<file path="config.mk">
export PLATFORM = sky130hd
export DESIGN_NAME = pe_mac_pool
export DESIGN_NICKNAME = d
export VERILOG_FILES = /design/src/rtl/pe_pkg.sv /design/src/rtl/pe_mac_pool_scratchpad.sv /design/src/rtl/pe_mac_pool.sv
export SDC_FILE = /design/constraint.sdc
export NUM_CORES = 1
export LEC_CHECK = 0
export CORE_UTILIZATION = 67
export DETAILED_ROUTE_END_ITERATION = 16
export GPL_ROUTABILITY_DRIVEN = 0
export PLACE_DENSITY_LB_ADDON = 0.1
export SYNTH_ARGS = -nofsm -noshare
export SYNTH_HDL_FRONTEND = slang
export SYNTH_HIERARCHICAL = 1
export SYNTH_SLANG_ARGS = --single-unit
</file>
<file path="constraint.sdc">
create_clock -name clk -period 11.8 [get_ports clk]
set_input_delay 1.77 -clock clk [delete_from_list [all_inputs] [get_ports clk]]
set_output_delay 1.77 -clock clk [all_outputs]
set_load 0.01 [all_outputs]
</file>
<file path="src/rtl/pe_pkg.sv">
// Shared types and width-generic arithmetic helpers for the conv/pool processing element.
package pe_pkg;

    localparam int MAXW = 64;

    typedef enum logic {CONV = 1'b0, MAXPOOL = 1'b1} pe_mode_e;

    typedef logic [1:0] pe_state_e;
    localparam pe_state_e IDLE    = 2'd0;
    localparam pe_state_e LOAD    = 2'd1;
    localparam pe_state_e COMPUTE = 2'd2;
    localparam pe_state_e OUT     = 2'd3;

    // Sign-extend the low w bits of v to the full MAXW width.
    function automatic logic [MAXW-1:0] sext(input logic [MAXW-1:0] v, input int unsigned w);
        logic signed [MAXW-1:0] t;
        t = $signed(v << (MAXW - w));
        return t >>> (MAXW - w);
    endfunction

    function automatic logic [MAXW-1:0] sat_add(input logic [MAXW-1:0] a, input logic [MAXW-1:0] b,
                                               input int unsigned w);
        logic signed [MAXW-1:0] sum;
        logic signed [MAXW-1:0] hi;
        logic [MAXW-1:0]        res;
        sum = $signed(sext(a, w)) + $signed(sext(b, w));
        hi  = (64'sd1 <<< (w - 1)) - 64'sd1;
        if (sum > hi)       res = hi;
        else if (sum < ~hi) res = ~hi;
        else                res = sum;
        return res;
    endfunction

    function automatic logic sat_hit(input logic [MAXW-1:0] a, input logic [MAXW-1:0] b,
                                     input int unsigned w);
        logic signed [MAXW-1:0] sum;
        logic signed [MAXW-1:0] hi;
        sum = $signed(sext(a, w)) + $signed(sext(b, w));
        hi  = (64'sd1 <<< (w - 1)) - 64'sd1;
        return (sum > hi) || (sum < ~hi);
    endfunction

endpackage

</file>
<file path="src/rtl/pe_mac_pool_scratchpad.sv">
// DEPTH x WIDTH register-file scratchpad: synchronous write, asynchronous read, no reset.
module pe_scratchpad
    import pe_pkg::*;
#(
    parameter int DEPTH = 16,
    parameter int WIDTH = 8,
    parameter int AW    = $clog2(DEPTH)
) (
    input  logic             clk,
    input  logic             we,
    input  logic [AW-1:0]    waddr,
    input  logic [WIDTH-1:0] wdata,
    input  logic [AW-1:0]    raddr,
    output logic [WIDTH-1:0] rdata
);

    logic [WIDTH-1:0] mem_q [DEPTH];

    always_ff @(posedge clk) begin
        if (we) mem_q[waddr] <= wdata;
    end

    assign rdata = mem_q[raddr];

endmodule

</file>
<file path="src/rtl/pe_mac_pool.sv">
// Processing element: loads a job into scratchpads, then runs a saturating dot product with bias
// (CONV) or a max-pool reduction over cfg_len taps, and holds the result until it is accepted.
module pe_mac_pool
    import pe_pkg::*;
#(
    parameter int DATA_WIDTH = 8,
    parameter int ACC_WIDTH  = 2*DATA_WIDTH,
    parameter int RF_DEPTH   = 16,
    parameter int LEN_W      = $clog2(RF_DEPTH)+1
) (
    input  logic                  clk,
    input  logic                  rst,
    input  logic                  start,
    input  logic                  cfg_mode,
    input  logic [LEN_W-1:0]      cfg_len,
    input  logic                  cfg_relu,
    input  logic [DATA_WIDTH-1:0] bias_in,
    input  logic                  actn_valid,
    output logic                  actn_ready,
    input  logic [DATA_WIDTH-1:0] actn_in,
    input  logic                  filt_valid,
    output logic                  filt_ready,
    input  logic [DATA_WIDTH-1:0] filt_in,
    output logic [ACC_WIDTH-1:0]  pe_out,
    output logic                  pe_out_valid,
    input  logic                  pe_out_ready,
    output logic                  busy,
    output logic [1:0]            pe_resp
);

    localparam int AW     = $clog2(RF_DEPTH);
    localparam int STAGES = 1;

    pe_state_e             state_q, state_d;
    pe_mode_e              mode_q, mode_d;
    logic [LEN_W-1:0]      len_q, len_d;
    logic                  relu_q, relu_d;
    logic [DATA_WIDTH-1:0] bias_q, bias_d;
    logic [LEN_W-1:0]      actn_cnt_q, actn_cnt_d, filt_cnt_q, filt_cnt_d, rd_idx_q, rd_idx_d;
    logic [ACC_WIDTH-1:0]  acc_q, acc_d, prod_q, prod_d, out_q, out_d;
    logic [STAGES:0]       vld_pipe_q, vld_pipe_d, last_pipe_q, last_pipe_d;
    logic                  sat_q, sat_d, out_vld_q, out_vld_d, err_q, err_d;

    logic [DATA_WIDTH-1:0]         actn_rd, filt_rd;
    logic signed [2*DATA_WIDTH-1:0] mult;
    logic                          actn_fire, filt_fire, issue, len_ok;
    logic [LEN_W-1:0]              actn_cnt_nx, filt_cnt_nx;

    assign actn_ready  = (state_q == LOAD) && (actn_cnt_q < len_q);
    assign filt_ready  = (state_q == LOAD) && (mode_q == CONV) && (filt_cnt_q < len_q);
    assign actn_fire   = actn_valid && actn_ready;
    assign filt_fire   = filt_valid && filt_ready;
    assign actn_cnt_nx = actn_cnt_q + LEN_W'(actn_fire);
    assign filt_cnt_nx = filt_cnt_q + LEN_W'(filt_fire);
    assign issue       = (state_q == COMPUTE) && (rd_idx_q < len_q);
    assign len_ok      = (cfg_len != '0) && (cfg_len <= LEN_W'(RF_DEPTH));
    assign mult        = $signed(actn_rd) * $signed(filt_rd);

    pe_scratchpad #(.DEPTH(RF_DEPTH), .WIDTH(DATA_WIDTH)) u_actn_rf (
        .clk(clk), .we(actn_fire), .waddr(actn_cnt_q[AW-1:0]), .wdata(actn_in),
        .raddr(rd_idx_q[AW-1:0]), .rdata(actn_rd)
    );

    pe_scratchpad #(.DEPTH(RF_DEPTH), .WIDTH(DATA_WIDTH)) u_filt_rf (
        .clk(clk), .we(filt_fire), .waddr(filt_cnt_q[AW-1:0]), .wdata(filt_in),
        .raddr(rd_idx_q[AW-1:0]), .rdata(filt_rd)
    );

    always_comb begin
        state_d    = state_q;
        mode_d     = mode_q;
        len_d      = len_q;
        relu_d     = relu_q;
        bias_d     = bias_q;
        actn_cnt_d = actn_cnt_q;
        filt_cnt_d = filt_cnt_q;
        rd_idx_d   = rd_idx_q;
        acc_d      = acc_q;
        prod_d     = prod_q;
        out_d      = out_q;
        out_vld_d  = out_vld_q;
        sat_d      = sat_q;
        err_d      = 1'b0;

        // Stage 1 registers the tap product (or raw activation); stage 2 folds it into acc.
        vld_pipe_d  = {vld_pipe_q[STAGES-1:0], issue};
        last_pipe_d = {last_pipe_q[STAGES-1:0], issue && (rd_idx_q == len_q - LEN_W'(1))};
        if (issue) begin
            if (mode_q == CONV) prod_d = ACC_WIDTH'(sext(MAXW'(mult), 2*DATA_WIDTH));
            else                prod_d = ACC_WIDTH'(sext(MAXW'(actn_rd), DATA_WIDTH));
        end
        if (vld_pipe_q[0]) begin
            if (mode_q == CONV) begin
                acc_d = ACC_WIDTH'(sat_add(MAXW'(acc_q), MAXW'(prod_q), ACC_WIDTH));
                sat_d = sat_q | sat_hit(MAXW'(acc_q), MAXW'(prod_q), ACC_WIDTH);
            end else if ($signed(prod_q) > $signed(acc_q)) begin
                acc_d = prod_q;
            end
        end

        case (state_q)
            IDLE: begin
                if (start) begin
                    if (len_ok) begin
                        mode_d     = pe_mode_e'(cfg_mode);
                        len_d      = cfg_len;
                        relu_d     = cfg_relu;
                        bias_d     = bias_in;
                        actn_cnt_d = '0;
                        filt_cnt_d = '0;
                        sat_d      = 1'b0;
                        state_d    = LOAD;
                    end else begin
                        err_d = 1'b1;
                    end
                end
            end
            LOAD: begin
                actn_cnt_d = actn_cnt_nx;
                filt_cnt_d = filt_cnt_nx;
                if (actn_cnt_nx == len_q && (mode_q == MAXPOOL || filt_cnt_nx == len_q)) begin
                    state_d  = COMPUTE;
                    rd_idx_d = '0;
                    if (mode_q == CONV) acc_d = ACC_WIDTH'(sext(MAXW'(bias_q), DATA_WIDTH));
                    else                acc_d = {1'b1, {(ACC_WIDTH-1){1'b0}}};
                end
            end
            COMPUTE: begin
                if (issue) rd_idx_d = rd_idx_q + LEN_W'(1);
                if (vld_pipe_q[STAGES] && last_pipe_q[STAGES]) begin
                    out_d     = (relu_q && acc_q[ACC_WIDTH-1]) ? '0 : acc_q;
                    out_vld_d = 1'b1;
                    state_d   = OUT;
                end
            end
            OUT: begin
                if (pe_out_ready) begin
                    out_vld_d = 1'b0;
                    state_d   = IDLE;
                end
            end
            default: state_d = IDLE;
        endcase
    end

    always_ff @(posedge clk) begin
        if (rst) begin
            state_q     <= IDLE;
            mode_q      <= CONV;
            len_q       <= '0;
            relu_q      <= 1'b0;
            bias_q      <= '0;
            actn_cnt_q  <= '0;
            filt_cnt_q  <= '0;
            rd_idx_q    <= '0;
            acc_q       <= '0;
            prod_q      <= '0;
            out_q       <= '0;
            vld_pipe_q  <= '0;
            last_pipe_q <= '0;
            sat_q       <= 1'b0;
            out_vld_q   <= 1'b0;
            err_q       <= 1'b0;
        end else begin
            state_q     <= state_d;
            mode_q      <= mode_d;
            len_q       <= len_d;
            relu_q      <= relu_d;
            bias_q      <= bias_d;
            actn_cnt_q  <= actn_cnt_d;
            filt_cnt_q  <= filt_cnt_d;
            rd_idx_q    <= rd_idx_d;
            acc_q       <= acc_d;
            prod_q      <= prod_d;
            out_q       <= out_d;
            vld_pipe_q  <= vld_pipe_d;
            last_pipe_q <= last_pipe_d;
            sat_q       <= sat_d;
            out_vld_q   <= out_vld_d;
            err_q       <= err_d;
        end
    end

    assign pe_out       = out_q;
    assign pe_out_valid = out_vld_q;
    assign busy         = (state_q != IDLE);
    assign pe_resp      = {err_q, sat_q};

endmodule

</file>
==> results of run 1 <==
## final cells by class
type | instances | area [µm²]
Clock inverter | 18 | 154
Tap cell | 335 | 419
Fill cell | 1628 | 6430
Inverter | 118 | 443
Sequential cell | 343 | 9430
Timing Repair Buffer | 70 | 666
Clock buffer | 46 | 917
Multi-Input combinational cell | 877 | 7750
## critical path: stages (launching register included)
cell      delay, ns
dfxtp_4        0.79
buf_4          0.60
mux4_1         0.69
a22oi_1        0.32
nand2_1        0.26
and2_1         0.25
fa_1           0.39
inv_1          0.09
fa_1           0.42
fa_1           0.48
fa_1           0.55
inv_1          0.04
ha_1           0.32
nor2b_1        0.16
o21ai_0        0.19
a21boi_0       0.14
o21ai_0        0.26
a21oi_1        0.15
a311oi_1       0.34
xor2_1         0.11
a311oi_1       0.25
## through the flow
| step | cells | worst slack (ns) |
|---|---|---|
| floorplan | 1394 | 6.23 |
| global placement | 1743 | 5.06 |
| detailed placement | 1743 | 4.92 |
| CTS | 1807 | 4.87 |
| global route | 1807 | 4.46 |
| finish | 1807 | 4.86 |
## power groups by stage
stage / sequential, mW / combinational, mW / clock (mW)
after global routing: 1.36 / 1.08 / 1.11
after detailed placement: 1.38 / 0.944 / 0
after floorplan: 1.37 / 0.735 / 0
after CTS: 1.35 / 0.954 / 1.06
after global placement: 1.38 / 0.918 / 0
final: 1.36 / 0.955 / 1.05
## cell families after synthesis
logic type | after synthesis
buffers and inverters | 174
AO/OA/AOI/OAI | 245
XOR/XNOR | 49
AND/OR/NAND/NOR | 372
adder cells (fa/ha/maj) | 141
multiplexers | 70
flip-flops | 343
## worst max-delay path by stage
stage,from,end,slack (ns),cells after the start
6_report,rd_idx_q[0],prod_q[14],4.86,20
5_1_grt,rd_idx_q[0],prod_q[14],4.46,20
4_1_cts,rd_idx_q[0],prod_q[14],4.87,20
3_5_place_dp,rd_idx_q[0],prod_q[14],4.92,18
3_3_place_gp,rd_idx_q[0],prod_q[14],5.06,18
2_1_floorplan,rd_idx_q[0],prod_q[14],6.23,20
## flip-flops by register name (all words and copies together) (netlist names), 2 cells and up
signal and count:
actn_cnt_q 5, state_q 2, prod_q 16, len_q 5
bias_q 8, rd_idx_q 5, vld_pipe_q 2, u_filt_rf/mem_q 128
pe_out 16, filt_cnt_q 5, u_actn_rf/mem_q 128, last_pipe_q 2
acc_q 16
## synth_stat cells, types with 23 or more instances
cell / count
o21ai_0: 24
fa_1: 56
mux4_1: 28
nor3_1: 27
mux4_2: 36
ha_1: 85
nor2_1: 75
a22oi_1: 39
inv_1: 116
dfxtp_1: 87
xnor2_1: 38
nand3_1: 33
clkbuf_1: 23
and2_1: 46
a21oi_1: 79
nand2_1: 114
edfxtp_1: 256
## metal layers
metal  share of wire, %  track usage [%]  up-vias
li1                   -                -     5239
met1                 42             42.0     5765
met2                 48             49.3      434
met3                6.5             4.58       83
met4                2.7             9.67        0
met5                  0                0        -
==> flow_summary.yaml, run 1 <==
pwr:
  p_leak_nw: 7.09
  pwr-share-comb_pct: 28.4
  sw_frac_of_total_pct: 31.1
  p_clk_share_pct: 31.2
  power_density_nw_per_um2: 170
  p_int_mw: 2.31
  p_sw_mw: 1.05
  power_mw: 3.36
  peakVddDrop_uv: 144
  seq_power_share_pct: 40.3
placement:
  place_area_um2: 18700
  io_buffers: 58
  hpwl_um: 27500
min_path:
  min_path_cells: 1
  hold_class: "reg -> reg"
  min_to: "last_pipe_q[1]"
  hold_path.startpoint: "last_pipe_q[0]"
cells_and_area:
  final_cell_mix: "edfxtp_1, inv_1, nand2_1"
  finalInstanceArea_um2: 19800
  num-nets-final: 1623
  syn2layout_area_growth_pct: 10.1
  drive_gt1_share_pct: 8.29
  antennaDiodeCount: 0
  final_core_util_pct: 75.5
  final_common_cell: "edfxtp_1"
clocking:
  cts_hold_buffers: 0
  cts_sinks: 343
  cts_tree: "built"
  ctsLongestPathBuffers: 3
  clk_latency_ns: 0.54
  clk_pin_slew_ns: 0.06
  cts_resized: 0
  ctsHtreeMaxLevel: 2
  cts_buffers: 35
  postCtsSetupBuffers: 0
  ctsRootBufferMaster: "clkbuf_16"
logic_synthesis:
  async_flop_share_pct: 0
  ys_types: 79
  synthMuxAreaShare_pct: 8.95
  avgSynthCellArea_um2: 12.9
  synth_largest_area_cell: "edfxtp_1"
  synth_top_family_by_area: "adder cells"
  ys_ff_latch: 343
  synth_area_um2: 18000
  synth.area.top_cells: "edfxtp_1, dfxtp_1, fa_1"
  yosysSeqAreaShare_pct: 52.5
  yosysTopAreaCellShare_pct: 42.8
  syn_nets: 1572
  synth_xor_area_share_pct: 2.39
  synth_fa_ha_area_share_pct: 12.2
  synth_compound_area_share_pct: 9.46
  ys.flop_type: "edfxtp_1"
  netlist_instances: 1394
  synth-edff-count: 256
  ys.warnings.count: 6
  yosys.area_share.simple_pct: 10.1
die:
  die_w_um: 166
  die_h_um: 166
  ios: 59
  coreArea_um2: 26200
  dieArea_um2: 27500
  floorplan.initialDensity_pct: 68.6
  rows: 59
setup_path:
  r2r_end: "prod_q[14]"
  critical_path_required_ns: 12.25
  crit_path_max_fanout: 37
  r2r_cells: 20
  crit_path_end_kind: "register"
  crit_type: "reg -> reg"
  cp.arrival_ns: 7.38
  worstSetupStartpointType: "register"
  reg2reg_slack_ns: 4.86
  regToRegStartpoint: "rd_idx_q[0]"
job:
  cap_violations: 0
global_route:
  grt_use_total_pct: 30.1
  grt_pass1_vias: 11400
  grt_pass1_wl_um: 63300
  antenna_found_initial: 0
  overflow: 0
  grt_max_degree: 80
sta:
  worstMarginPinSlew_ns: 0.965
  slew_headroom_pct: 35.4
  finClkSkew_ns: 0.0177
  hold_violations: 0
  grt_setup_unrepaired: "false"
  setup_viol: 0
  whs_ns: 0.438
  max_freq_mhz: 144
  period_share_pct: 58.8
  min_period_ns: 6.94
  slew_viol_final: 0
  finalSetupTns_ns: 0
detailed_routing:
  drt_pass1_iterations: 13
  drt_wl_total_um: 40100
  drc: 2
  vias: 11500
  wl_per_cell_um: 22.2
  viasPerCell: 6.38
  ant_nets: 0
  drtIter0Drc: 1087
run_status:
  violations: "DRC"
  status: "finished, violations left"
No activity file was read; power rests on OpenSTA's default activity.
==> inputs of run 2 (changes only) <==
- CORE_UTILIZATION: 67 -> 56
- clock period: 11.8 -> 6.2 ns (I/O delays scaled with it)
==> run 2 against run 1 <==
Net effect:
- first-iteration DRC count down 24%
- clock power up 100%
- the flow now finishes without violations
- worst setup slack worse by 4.7 ns
- wire length down 2.2%
- final cell count up 5.3%
- clock-buffer cell count up 1
==> flow_summary.yaml, run 2 (synthesized netlist as in run 1, its figures left out) <==
run_status:
  status: "complete, no violations"
global_route:
  overflow: 0
  grt_pass1_vias: 11200
  grt_use_total_pct: 24.4
  grt_max_degree: 48
  grt_pass1_wl_um: 61700
  antenna_found_initial: 0
cells_and_area:
  drive_gt1_share_pct: 10.9
  top_regs: "u_actn_rf/mem_q (128), u_filt_rf/mem_q (128)"
  final_common_cell: "edfxtp_1"
  multi_input_area_um2: 7770
  syn2layout_area_growth_pct: 13.0
  antennaDiodeCount: 0
  final_core_util_pct: 64.4
  area.sequential_um2: 9430
  final_cell_mix: "edfxtp_1, inv_1, nand2_1"
  num-nets-final: 1657
  finalInstanceArea_um2: 20300
  fillers: 2345
setup_path:
  cp_common_cell: "fa_1"
  cp_num_buf_inv: 3
  worstSetupStartpointType: "register"
  slowest_stage: "mux4_1"
  cp_top_family: "adder cells"
  crit_path_end_kind: "register"
  reg2reg_slack_ns: 0.17
  critPathMaxStageDelay_ns: 0.55
  path_cells: "buf_12 -> mux4_1 -> a22oi_1 -> nand2_1 -> and2_1 -> fa_1 -> inv_1 -> fa_1 -> fa_1 -> fa_1 -> inv_1 -> ha_1 -> nor2b_1 -> o21ai_0 -> a21boi_0 -> o21ai_1 -> a21oi_2 -> a311oi_2 -> xor2_1 -> a311oi_1"
  critical_path_required_ns: 6.64
  crit_path_max_fanout: 9
  crit_type: "reg -> reg"
  cp.arrival_ns: 6.47
pwr:
  peakVddDrop_uv: 288
  pwr-share-comb_pct: 28.5
  p_int_mw: 4.59
  p_sw_mw: 2.00
  p_leak_nw: 7.33
  p_clk_share_pct: 32.4
  sw_frac_of_total_pct: 30.4
  power_mw: 6.59
  power_density_nw_per_um2: 325
  seq_power_share_pct: 39.1
sta:
  max_freq_mhz: 166
  period_share_pct: 97.2
  hold_violations: 0
  slew_viol_final: 0
  finClkSkew_ns: 0.0183
  setup_viol: 0
  worstMarginPinSlew_ns: 0.931
  min_period_ns: 6.03
  slew_headroom_pct: 37.7
die:
  coreArea_um2: 31600
  die_h_um: 181
  floorplan.initialDensity_pct: 56.9
  ios: 59
  die_w_um: 181
  rows: 65
  dieArea_um2: 32800
placement:
  io_buffers: 58
  hpwl_um: 27600
  place_area_um2: 19000
clocking:
  clk_latency_ns: 0.54
  cts_buffers: 38
  ctsLongestPathBuffers: 3
  cts_sinks: 343
  cts_tree: "built"
  clk_pin_slew_ns: 0.06
  cts_hold_buffers: 0
  ctsHtreeMaxLevel: 2
  ctsRootBufferMaster: "clkbuf_16"
detailed_routing:
  drc: 0
  drt_wl_total_um: 39200
  drtIter0Drc: 830
  wl_per_cell_um: 20.6
  viasPerCell: 5.86
  ant_nets: 0
  vias: 11200
  drt_pass1_iterations: 7
job:
  cap_violations: 0
min_path:
  hold_class: "reg -> reg"
[run 2: changes by cell type in the layout (fill, tap and decap cells not counted), sizes merged]
cell / delta
clkinv: +1
inv: -3
bufinv: +2
clkinvlp: -3
clkbuf: +2
buf: +30
[run 2: final timing paths]
| path | start | endpoint | cells after the start |
|---|---|---|---|
| worst min-delay path | pe_out[14] | pe_out[14] | 2 |
| worst max-delay path | rd_idx_q[0] | prod_q[14] | 20 |
| worst min register to register | pe_out[14] | pe_out[14] | 2 |
| worst max register to register | rd_idx_q[0] | prod_q[14] | 20 |
[run 2: metrics by stage]
stage	cells	setup TNS, ns	worst slack, ns	hold WS (ns)
after floorplan	1394	0	0.632	0.414
after global placement	1836	0	0.163	0.438
after detailed placement	1836	0	0.0844	0.446
after CTS	1898	0	0.0584	0.453
after global routing	1903	-0.0404	-0.0404	0.467
final	1903	0	0.173	0.449
[run 2: cell type report]
cell class | instances | share of cell area, %
inverters | 118 | 2.18
repair buffers | 101 | 4.87
clock buffers | 47 | 4.85
multi-input cells | 877 | 38.3
clock inverters | 15 | 0.887
flip-flops and latches | 343 | 46.5
well taps | 402 | 2.48
[run 2: power by group through the flow]
| stage | sequential (mW) | combinational [mW] | clock [mW] |
|---|---|---|---|
| final | 2.58 | 1.88 | 2.14 |
| after global routing | 2.59 | 2.13 | 2.27 |
| after CTS | 2.58 | 1.86 | 2.18 |
| after detailed placement | 2.63 | 1.84 | 0 |
| after global placement | 2.63 | 1.81 | 0 |
| after floorplan | 2.60 | 1.40 | 0 |
[run 2: tightest hold or removal path, cell delays in order, from the launching register on]
cell and delay [ns]:
dfxtp_1 0.30, nand2_1 0.05, a21oi_1 0.05
[run 2: timing repair]
item | CTS | global route
setup endpoints to repair | 0 | 7
hold endpoints to repair | 0 | 0
buffers inserted | 0 | 4
resized for setup | 0 | 9
[run 2: routing by layer]
metal / part of all wire [%] / vias up / routed length (µm) / track usage, %
met4: 2.1 / 0 / 820 / 6.71
li1: - / 5297 / - / -
met5: 0 / - / 0 / 0
met1: 45 / 5523 / 17600 / 34.2
met2: 48 / 284 / 18800 / 39.6
met3: 5.3 / 50 / 2090 / 4.17
==> inputs of run 3 (changes only) <==
- SKIP_LAST_GASP: default -> 1
==> results of run 3 <==
The final DEF is identical to that of run 2; final timing and power are the same.
